===== src/rtl/stream_frame_sink.sv =====
// Frame-tagging sink for the stream buffer read side: skid FIFO, stall, frame checks.
// Optional STREAM_FRAME_SINK_STATS_EN adds dropped-word and FIFO high-water counters.
module stream_frame_sink #(
    parameter int CHANNELS     = 1,
    parameter int DATA_WIDTH   = 16,
    parameter int SKID_DEPTH   = 4,
    parameter int FRAME_WIDTH  = 640,
    parameter int FRAME_HEIGHT = 480
) (
    input  logic                                clk_i,
    input  logic                                rst_n_i,
    input  logic [CHANNELS-1:0][DATA_WIDTH-1:0] in_channels_i,
    input  logic                                in_valid_i,
    input  logic                                in_sof_i,
    output logic                                in_stall_o,
    output logic [CHANNELS-1:0][DATA_WIDTH-1:0] out_channels_o,
    output logic                                out_valid_o,
    input  logic                                out_ready_i,
    output logic                                out_sof_o,
    output logic                                out_eol_o,
    output logic                                out_eof_o,
    output logic [15:0]                         frame_count_o,
`ifdef STREAM_FRAME_SINK_STATS_EN
    output logic [31:0]                         dropped_words_o,
    output logic [$clog2(SKID_DEPTH):0]         max_occupancy_o,
`endif
    output logic                                err_early_sof_o,
    output logic                                err_missing_sof_o,
    output logic                                err_overflow_o
);

    localparam int AW = $clog2(SKID_DEPTH);
    localparam int CW = AW + 1;
    localparam int XW = (FRAME_WIDTH > 1) ? $clog2(FRAME_WIDTH) : 1;
    localparam int YW = (FRAME_HEIGHT > 1) ? $clog2(FRAME_HEIGHT) : 1;
    localparam logic [XW-1:0] XLAST = XW'(FRAME_WIDTH - 1);
    localparam logic [YW-1:0] YLAST = YW'(FRAME_HEIGHT - 1);

    typedef logic [CHANNELS-1:0][DATA_WIDTH-1:0] word_t;
    typedef struct packed {
        logic  sof;
        word_t data;
    } entry_t;

    typedef enum logic [1:0] {WAIT_SOF, ACTIVE, NEXT_SOF} state_t;

    entry_t        mem [SKID_DEPTH];
    logic [AW-1:0] wr_ptr, rd_ptr;
    logic [CW-1:0] count, count_next;
    state_t        state;
    logic [XW-1:0] cx, x, lx, nx;
    logic [YW-1:0] cy, y, ly, ny;

    entry_t head;
    logic   full, empty, pop, push_ok, overflow, handshake;
    logic   load, discard, restart, set_early, set_miss, frame_end;

    assign head      = mem[rd_ptr];
    assign full      = (count == CW'(SKID_DEPTH));
    assign empty     = (count == '0);
    assign pop       = !empty && (!out_valid_o || out_ready_i);
    assign push_ok   = in_valid_i && (!full || pop);
    assign overflow  = in_valid_i && !push_ok;
    assign handshake = out_valid_o && out_ready_i;
    assign count_next = count + CW'(push_ok) - CW'(pop);

    // cx/cy is the position the next loaded word will take
    always_comb begin
        load      = 1'b0;
        discard   = 1'b0;
        restart   = 1'b0;
        set_early = 1'b0;
        set_miss  = 1'b0;
        if (pop) begin
            unique case (state)
                WAIT_SOF: begin
                    load    = head.sof;
                    discard = !head.sof;
                    restart = head.sof;
                end
                NEXT_SOF: begin
                    load     = head.sof;
                    discard  = !head.sof;
                    restart  = head.sof;
                    set_miss = !head.sof;
                end
                ACTIVE: begin
                    load      = 1'b1;
                    set_early = head.sof && (cx != '0 || cy != '0);
                    restart   = set_early;
                end
                default: discard = 1'b1;
            endcase
        end
    end

    assign lx        = restart ? '0 : cx;
    assign ly        = restart ? '0 : cy;
    assign frame_end = (lx == XLAST) && (ly == YLAST);
    assign nx        = (lx == XLAST) ? '0 : lx + 1'b1;
    assign ny        = (lx != XLAST) ? ly : ((ly == YLAST) ? '0 : ly + 1'b1);

    always_ff @(posedge clk_i) begin
        if (push_ok) mem[wr_ptr] <= {in_sof_i, in_channels_i};
    end

    always_ff @(posedge clk_i or negedge rst_n_i) begin
        if (!rst_n_i) begin
            wr_ptr            <= '0;
            rd_ptr            <= '0;
            count             <= '0;
            in_stall_o        <= 1'b1;
            state             <= WAIT_SOF;
            cx                <= '0;
            cy                <= '0;
            x                 <= '0;
            y                 <= '0;
            out_channels_o    <= '0;
            out_valid_o       <= 1'b0;
            frame_count_o     <= '0;
            err_early_sof_o   <= 1'b0;
            err_missing_sof_o <= 1'b0;
            err_overflow_o    <= 1'b0;
        end else begin
            if (push_ok) wr_ptr <= wr_ptr + 1'b1;
            if (pop) rd_ptr <= rd_ptr + 1'b1;
            count      <= count_next;
            in_stall_o <= (count_next >= CW'(SKID_DEPTH - 2));
            if (overflow) err_overflow_o <= 1'b1;
            if (set_early) err_early_sof_o <= 1'b1;
            if (set_miss) err_missing_sof_o <= 1'b1;
            if (handshake && x == XLAST && y == YLAST)
                frame_count_o <= frame_count_o + 1'b1;
            if (load) begin
                out_channels_o <= head.data;
                out_valid_o    <= 1'b1;
                x              <= lx;
                y              <= ly;
                cx             <= frame_end ? '0 : nx;
                cy             <= frame_end ? '0 : ny;
                state          <= frame_end ? NEXT_SOF : ACTIVE;
            end else begin
                if (out_ready_i) out_valid_o <= 1'b0;
                if (set_miss) state <= WAIT_SOF;
            end
        end
    end

    assign out_sof_o = out_valid_o && x == '0 && y == '0;
    assign out_eol_o = out_valid_o && x == XLAST;
    assign out_eof_o = out_valid_o && x == XLAST && y == YLAST;

`ifdef STREAM_FRAME_SINK_STATS_EN
    logic [32:0] drop_sum;
    assign drop_sum = {1'b0, dropped_words_o} + 33'(discard) + 33'(overflow);

    always_ff @(posedge clk_i or negedge rst_n_i) begin
        if (!rst_n_i) begin
            dropped_words_o <= '0;
            max_occupancy_o <= '0;
        end else begin
            dropped_words_o <= drop_sum[32] ? '1 : drop_sum[31:0];
            if (count_next > max_occupancy_o) max_occupancy_o <= count_next;
        end
    end
`endif

endmodule


===== config.mk =====
export PLATFORM = sky130hd
export DESIGN_NAME = stream_frame_sink
export DESIGN_NICKNAME = d
export VERILOG_FILES = /design/src/rtl/stream_frame_sink.sv
export SDC_FILE = /design/constraint.sdc
export NUM_CORES = 1
export LEC_CHECK = 0
export CELL_PAD_IN_SITES_DETAIL_PLACEMENT = 1
export CELL_PAD_IN_SITES_GLOBAL_PLACEMENT = 2
export CORE_UTILIZATION = 30
export CTS_BUF_LIST = sky130_fd_sc_hd__clkbuf_8
export CTS_CLUSTER_DIAMETER = 80
export DETAILED_ROUTE_END_ITERATION = 8
export GPL_TIMING_DRIVEN = 0
export HOLD_SLACK_MARGIN = 0.05
export PLACE_DENSITY_LB_ADDON = 0.1
export SLEW_MARGIN = 5
export SYNTH_ARGS = -nofsm -noshare
export SYNTH_HDL_FRONTEND = slang
export SYNTH_SLANG_ARGS = --single-unit

===== constraint.sdc =====
create_clock -name clk_i -period 5.9 [get_ports clk_i]
set_clock_uncertainty 0.15 [all_clocks]
set_input_delay 1.18 -clock clk_i [delete_from_list [all_inputs] [get_ports clk_i]]
set_output_delay 1.18 -clock clk_i [all_outputs]
set_load 0.005 [all_outputs]

; Word level (Yosys, flattened, before mapping)
; Memories as Yosys holds them, arrays and structs flattened.
; Index checks and enable logic that the tools add are counted.
[word_totals]
register_bits = 84
latchBits = 0
ram_bits = 68
rom_bits = 0
input_bits = 21
out_inout_bits = 40
wordCells = 83
n_memories = 1
[op_classes]
n_addsub = 7
n_mul = 0
div = 0
order_cmp = 1
n_eq_ne = 8
n_shift = 0
muxes = 22
n_bitwise = 0
n_reduce_logical = 29
[mem_list]
columns = name, depth, width, read_ports, rd_clocked_by_memory_dff, write_ports, line
row1 = mem, 4, 17, 1, 0, 1, 47  ; entry_t mem [SKID_DEPTH];
[op_table]
columns = op, count
row1 = $mux W9, 4
row2 = $mux W10, 3
row3 = $eq A10 B10 Y1 const B, 2
row4 = $eq A9 B9 Y1 const B, 2
row5 = $add A16 B1 Y16 const B, 1
row6 = $logic_and A1 B1 Y1, 12
row7 = $add A10 B1 Y10 const B, 1
row8 = $logic_not A10 Y1, 1
row9 = $mux W1, 10
row10 = $ne A10 B10 Y1 const B, 1
row11 = $reduce_bool A10 Y1, 1
row12 = $add A9 B1 Y9 const B, 1
row13 = $logic_not A9 Y1, 1
row14 = $reduce_bool A9 Y1, 1
row15 = $mux W2, 3
row16 = $logic_not A1 Y1, 5
row17 = $add A2 B1 Y2 const B, 2
row18 = $pmux W1 S2, 2
row19 = $reduce_bool A2 Y1, 2
row20 = $add A3 B1 Y3, 1
row21 = $eq A3 B3 Y1 const B, 1
row22 = $ge A3 B2 Y1 const B, 1
row23 = $logic_not A3 Y1, 1
row24 = $logic_or A1 B1 Y1, 3
row25 = 5 further kinds, 5

; Logic depth before layout (Yosys ltp)
; Gate-level depths: netlist of the first run.
[depth]
ltp_word = 10
depth_mapped = 13
ltp_nobuf = 12

; Worst setup path after synthesis of the first run
; OpenSTA, ideal clock, no wires.
[synth_path]
kind = input-to-reg
start = input out_ready_i
end = register cy[1]
setup_time_ps = 121
arrival_time_ps = 3425
required_ps = 5629
slack_ps = 2204
path_stages = 11
path_buffers = 1
cell_sequence = nor2b_1 o311ai_1 o211ai_2 buf_2 and2_1 ha_1 nand4_1 nor3_1 nor3_1 and3_1 a22o_1
[synth_via]
elab_chain_len = 8
word_cells_on_any_way = 14
cone_classes = add/sub: 1 / eq/ne: 3 / mux: 7 / reduce/logical: 3
[synth_rtl]
columns = item, line
row1 = from (decl), 18  ; input logic out_ready_i,
row2 = $logic_or A1 B1 Y1 *, 61  ; assign pop = !empty && (!out_valid_o || out_ready_i);
row3 = $logic_and A1 B1 Y1 *, 61
row4 = $mux W1 *, 74  ; if (pop) begin
row5 = $mux W9 *, 98  ; assign ly = restart ? '0 : cy;
row6 = named net ly[0], 52  ; logic [YW-1:0] cy, y, ly, ny;
row7 = $add A9 B1 Y9 / $eq A9 B9 Y1 (equally long branches), "101, 99"
row8 = $mux W9 (2 in a row), 101  ; assign ny = (lx != XLAST) ? ly : ((ly == YLAST) ? '0 : ly + 1'b1);
row9 = $mux W9 *, 140  ; cy <= frame_end ? '0 : ny;
row10 = to (signal assigned), 140
row11 = to (decl), 52
; Mark *: on every way through the listed nets, which the timed path passes. The rest lies on a longest branch.
; A chain may end at the register's enable or synchronous reset.

; Final worst setup path of the first run
; Ends and elaborated chain as after synthesis.

==> metrics.md, run 1 <==
| Metric | Value |
|---|---|
| Root Driver | clkbuf_8 |
| CTS tree | done |
| Placed Cells | approximately 830 |
| CP dominant cell by count | nor3_1 |
| Worst endpoint required time | roughly 6.1 ns |
| CP Launch Point | out_ready_i |
| Vias in the first global route | ~4600 |
| Via total after detailed routing | 4274 |
| CP Capture Point | cy[1] |
| Critical-path cell list | clkdlybuf4s50_1 -> nor2b_1 -> o311ai_1 -> o211ai_2 -> buf_2 -> and2_1 -> ha_1 -> nand4_1 -> nor3_1 -> nor3_1 -> and3_1 -> a22o_1 |
| Die Wd | ~150 um |
| Core ar. | 21300 um^2 |
| Mapped Cells | ~490 |
| Worst rel slew slack | 33.2% |
| Net Count, Synth | approximately 520 |
| Crit share post-route | between 70 and 80% |
| Status | finished, final reports clean |
| Yosys warns | 0 |
| Post-Layout Cell Count | 861 |
| Hold Crit Class | reg2reg |
| Row count | 53 |
| I/O Pins | 61 |
| Crit path largest cell delay | approximately 0.69 ns |
| First-pass GRT wire length | around 26 mm |
| Detailed Route WL | approximately 16 mm |
| Reg2reg end | cy[1] |
| Setup TNS Final | 0 ns |
| Reg2reg start | cx[4] |
| Sequential share of the synthesized area | 62.8% |
| IO buf count | 60 |
| Wire per inst | about 18 um |
| Starting DRT DRC Count | about 160 |
| Clock Sinks | approximately 150 |
| # DRC | 0 |
| Setup Buffers After CTS | 0 |
| Cts repair resizes | 0 |
| Static leakage power | ~3.2 nW |
| RSZ-0062 raised after global routing | false |
| Maxcap violations | 0 |
| H-Tree Depth | 4 |
| Synth Cell Area | about 6600 um^2 |
| Flop2flop setup slack | around 1.7 ns |
| Fmax | roughly 210 MHz |
| Syn_area_per_cell | between 10 and 15 um^2 |
| Register area | 4150 um^2 |
| Overflow after GRT | 0 |
| # nets final | a little over 600 |
| Post-route antenna net violation count | 0 |
| Fraction of layout cells with a size suffix above 1 | 13.5% |
| Endpoint class of the critical path | flop |
| Post-DP HPWL | about 11 mm |
| Flops & latches, synth | ~150 |
| Layout Area Growth over Synthesis | 20.6% |
| Post-Synth Simple-Gate Area | about 14% |
| Worst EP arrival | just under 5 ns |
| Setup violators final | 0 |
| Reg2reg path depth | 12 |
| Gpl congestion | 0.737 |
| Die Height | 150 um |
| CP max-delay cell | nor3_1 |
| Xor and xnor area share after synthesis | 2.65% |
| Slew @ Worst Pin | 1.00 ns |
| Distinct cells, synth | between 60 and 70 |
| Tmin final | 4.68 ns |
| Tot Pwr | ~0.0034 W |
| Power per cell area | between 400 and 500 nW/um^2 |
| Worst setup path class | in2reg |
| EDFF count, synth | 68 |
| Hold Buf Count CTS | 0 |
| Asr flop ratio synth | between 50 and 60% |
| Maximum VDD drop | 0.176 mV |
| Critical Path Fanout Max | 10 |
| Die area | between 20000 and 25000 um^2 |
| Main combinational cell family by area after synthesis | simple AND/OR/NAND/NOR gates |
| Clock Latency Late Sink | between 0.4 and 0.5 ns |
| Reg clk slew, reported paths | 0.10 ns |
| Final hold viol count | 0 |
| N_diodes | 0 |
| Post-DR vias/cell | between 4 and 5 |
| Number of buffers created by CTS | 17 |
| Initial Utilization | between 30 and 40% |
| Startpoint types | input pin |
| DR pass1 iterations | 4 |
| Initial antenna violation count | 0 |
| Post-synthesis mux area share | ~6.7% |
| Core Util, Final | 37.4% |
| Post-synthesis compound-gate area fraction | between 8 and 9% |
| Adder-cell share of the synthesized area | between 2 and 2.5% |
| Tot GR Track Use | between 15 and 20% |
| Max clock buf depth | 2 |
| Largest net degree at the start of global routing | 62 |
| Fillcell total | 2272 |
| Max Slew Vio Count | 0 |
| Main synth FF type | dfrtp_1 |
| Area of the multi-input gates | approximately 2300 um^2 |
-- cells by family (layout without fill, tap and decap cells) --
| logic type | Yosys count | count (layout) |
|---|---|---|
| DFF | 152 | 152 |
| adders and majority gates | 10 | 10 |
| buffers and inverters | 37 | 130 |
| and+or+nand+nor | 183 | 183 |
| xor gates and xnor gates | 20 | 20 |
| muxes | 21 | 21 |
| AOI/OAI and AO/OA | 70 | 70 |
-- final cells by class --
cell class                 count  share of cell area, %
multi-input combinational    304                   28.3
clock inverter                15                   1.96
timing repair buffer          61                   7.85
tap                          275                   4.32
clock buffer                  17                   2.94
inverter                      14                  0.660
sequential                   152                   52.0
buffer                        23                   1.96
-- metal layers --
layer / track usage, % / share of wire (%) / wire length, um
met5: 0 / 0 / 0
met4: 4.70 / 1.1 / 166
met3: 3.73 / 3.4 / 530
met2: 24.9 / 48 / 7530
met1: 20.2 / 48 / 7500
-- worst min path at each step --
stage | start | endpoint | cells past startpoint
6_report | frame_count_o[15] | frame_count_o[15] | 1
3_5_place_dp | out_channels_o[9] | out_channels_o[9] | 2
4_1_cts | frame_count_o[15] | frame_count_o[15] | 1
3_3_place_gp | frame_count_o[15] | frame_count_o[15] | 1
2_1_floorplan | err_overflow_o | err_overflow_o | 1
5_1_grt | frame_count_o[15] | frame_count_o[15] | 1
-- sequential cells by signal, summed over array words and instances, names as in the netlist --
| signal | cells |
|---|---|
| rd_ptr | 2 |
| err_overflow_o | 1 |
| wr_ptr | 2 |
| cy | 9 |
| y | 9 |
| out_valid_o | 1 |
| err_missing_sof_o | 1 |
| in_stall_o | 1 |
| state | 2 |
| cx | 10 |
| err_early_sof_o | 1 |
| count | 3 |
| mem | 68 |
| out_channels_o | 16 |
| x | 10 |
| frame_count_o | 16 |
-- metrics by stage --
step,worst slack [ns],cell area [um^2],hold slack (ns)
5_1_grt,0.963,7970,0.346
4_1_cts,1.22,7970,0.332
3_3_place_gp,-0.0267,7550,0.307
2_1_floorplan,2.20,6610,0.310
6_report,1.22,7970,0.326
3_5_place_dp,0.739,7570,0.312
-- cells in the mapped netlist (5+ instances only) --
master | number | share of area (%)
nor2_1 | 19 | 1.1
and3_1 | 10 | 0.95
buf_2 | 7 | 0.53
o2bb2ai_1 | 6 | 0.80
ha_1 | 9 | 1.7
a21oi_1 | 5 | 0.38
nand4_1 | 10 | 0.95
and2_1 | 6 | 0.57
nand2_1 | 69 | 3.9
mux4_2 | 12 | 4.1
clkbuf_1 | 5 | 0.28
buf_6 | 6 | 1.0
a22o_1 | 22 | 2.9
o21ai_0 | 9 | 0.68
nor3_1 | 16 | 1.2
inv_1 | 13 | 0.74
nor4_1 | 12 | 1.1
mux4_1 | 5 | 2.0
nand3_1 | 19 | 1.4
edfxtp_1 | 68 | 31
xor2_1 | 11 | 1.5
xnor2_1 | 9 | 1.2
dfrtp_1 | 83 | 31
-- critical path, delay by kind of cell --
| family | cells | cell delay (ns) |
|---|---|---|
| AO/OA/AOI/OAI | 3 | 0.81 |
| buffers and inverters | 2 | 0.79 |
| AND/OR/NAND/NOR | 6 | 1.88 |
| adder cells (fa/ha/maj) | 1 | 0.23 |
-- layout by cell type (no fill, tap or decap), types with 4 or more instances in the layout --
cell type / n
a21o_1: 4
a21oi_1: 5
a22o_1: 22
and2_1: 6
and3_1: 10
buf_2: 7
buf_6: 6
clkbuf_1: 5
clkbuf_8: 17
clkdlybuf4s50_1: 59
dfrtp_1: 83
edfxtp_1: 68
ha_1: 9
inv_1: 14
inv_6: 6
mux4_1: 5
mux4_2: 12
nand2_1: 69
nand3_1: 19
nand4_1: 10
nor2_1: 19
nor3_1: 16
nor4_1: 12
o21ai_0: 9
o2bb2ai_1: 6
xnor2_1: 9
xor2_1: 11
-- power breakdown --
| part | switching (W) | internal, W | leakage, nW |
|---|---|---|---|
| clock | 0.000472 | 0.000317 | 0.202 |
| sequential | 0.000112 | 0.00134 | 1.71 |
| combinational | 0.000653 | 0.000542 | 1.32 |
Note: power is estimated with default switching activity, not from simulation.
==> run 2: changes to the inputs <==
- clock period: 5.9 -> 3.8 ns (I/O delays scaled with it)
==> metrics.md, run 2 (synthesis results as in run 1) <==
| Metric | Value |
|---|---|
| Status | finished, final reports clean |
| Reg clk slew, reported paths | about 0.1 ns |
| Vias in the first global route | 4657 |
| Startpoint types | input pin |
| Post-route antenna net violation count | 0 |
| Die area | between 20000 and 25000 um^2 |
| Tmin final | around 3.6 ns |
| Gpl congestion | approximately 0.74 |
| Slew @ Worst Pin | 1.01 ns |
| Core ar. | around 21000 um^2 |
| Endpoint class of the critical path | flop |
| Final hold viol count | 0 |
| Root Driver | clkbuf_8 |
| Worst hold path depth | 1 |
| Worst rel slew slack | roughly 33% |
| Clock power frac | a little under a quarter |
| Worst setup path class | in2reg |
| Via total after detailed routing | 4295 |
| Fmax | about 280 MHz |
| Register share of total power | approximately two fifths |
| # DRC | 0 |
| Overflow after GRT | 0 |
| # nets final | 609 |
| Maxcap violations | 0 |
| Worst hold slack | 0.326 ns |
| Post-DP HPWL | 10.8 mm |
| Biggest register | mem |
| Clock Latency Late Sink | ~0.46 ns |
| Setup TNS Final | 0 ns |
| Worst endpoint required time | ~4 ns |
| Fillcell total | 2259 |
| Tot GR Track Use | 15.4% |
| Net Sw Power | roughly 0.0019 W |
| CTS tree | done |
| Most common cell after layout, fill and taps aside | dfrtp_1 |
| Gate power share | a little over a third |
| I/O Pins | 61 |
| Critical Path Fanout Max | 10 |
| Die Wd | roughly 150 um |
| H-Tree Depth | 4 |
| Clock Sinks | around 150 |
| Layout Area Growth over Synthesis | 22.4% |
| Setup violators final | 0 |
| Internal | between 0.003 and 0.004 W |
| Crit share post-route | 94.8% |
| IO buf count | 60 |
| RSZ-0062 raised after global routing | false |
| Switching Share | 36.0% |
| Starting DRT DRC Count | about 170 |
| Die Height | 150 um |
| Max reg flops | slightly below 70 |
| Max Slew Vio Count | 0 |
| Initial Utilization | 31.0% |
| Wire per inst | roughly 18 um |
| Fraction of layout cells with a size suffix above 1 | 15.7% |
| Initial antenna violation count | 0 |
| DR pass1 iterations | 4 |
| First-pass GRT wire length | approximately 26 mm |
| Static leakage power | 3.27 nW |
| Detailed Route WL | between 15 and 20 mm |
| Largest net degree at the start of global routing | 62 |
| Most frequent cells in the layout | dfrtp_1, nand2_1, edfxtp_1 |
| Post-DR vias/cell | roughly 5 |
| Maximum VDD drop | around 0.27 mV |
| Worst EP arrival | about 3.8 ns |
| Row count | 53 |
| Hold Crit Class | reg2reg |
| Number of buffers created by CTS | 17 |
| Reg2reg path depth | 13 |
| Top flop regs | mem (68), frame_count_o (16), out_channels_o (16) |
| Max clock buf depth | 2 |
| Power per cell area | about 660 nW/um^2 |
| N_diodes | 0 |
[run 2: layer usage]
metal,global-route usage (%),share of wire [%]
met1,20.3,47
met2,24.8,49
met3,3.76,3.0
met4,4.90,1.3
met5,0,0
[run 2: worst paths after layout]
path | start | to | slack (ns)
min | frame_count_o[15] | frame_count_o[15] | 0.33
min reg2reg | frame_count_o[15] | frame_count_o[15] | 0.33
max reg2reg | cy[5] | cy[7] | 0.27
max in group asynchronous | rst_n_i | in_stall_o | 2.20
max | out_ready_i | cy[7] | 0.20
min in group asynchronous | rst_n_i | out_channels_o[0] | 0.61
[run 2: power by group through the flow]
stage	registers (W)	logic, W	clock network [W]
final	0.00225	0.00189	0.00122
after CTS	0.00226	0.00194	0.00128
after floorplan	0.00224	0.00121	0
after detailed placement	0.00229	0.00191	0
after global routing	0.00229	0.00211	0.00134
after global placement	0.00227	0.00188	0
[run 2: metrics by stage]
step	worst slack (ns)	util, %	power [W]	cells	area, um^2
after floorplan	0.524	-	0.00345	493	6610
after global placement	-1.71	35.5	0.00416	828	7550
after detailed placement	-0.941	35.6	0.00420	829	7570
after CTS	0.00609	37.7	0.00548	863	8030
after global routing	0.0377	38.0	0.00575	866	8080
final	0.198	38.0	0.00536	866	8080
[run 2: timing repair]
action,CTS,global route
setup endpoints to repair,11,12
endpoints found under the hold margin,11,0
hold buffers,1,0
pin swaps,1,2
buffers inserted,1,3
resized for setup,8,7
[run 2: final cells by class]
type | instances | area, um^2 | area share (%)
Multi-Input combinational cell | 304 | 2330 | 28.8
Sequential cell | 152 | 4150 | 51.3
Inverter | 14 | 52.6 | 0.650
Timing Repair Buffer | 66 | 666 | 8.23
Clock buffer | 17 | 234 | 2.89
Clock inverter | 15 | 156 | 1.93
Buffer | 23 | 159 | 1.97
Tap cell | 275 | 344 | 4.26
[run 2: critical path, cell delays in order]
cell	delay, ns
clkdlybuf4s50_1	0.54
nor2b_2	0.26
o311ai_2	0.17
o211ai_4	0.28
clkbuf_4	0.25
and2_1	0.14
ha_1	0.27
and3_2	0.28
and3_1	0.16
buf_2	0.25
o21a_1	0.17
o21ai_1	0.06
a32o_1	0.21
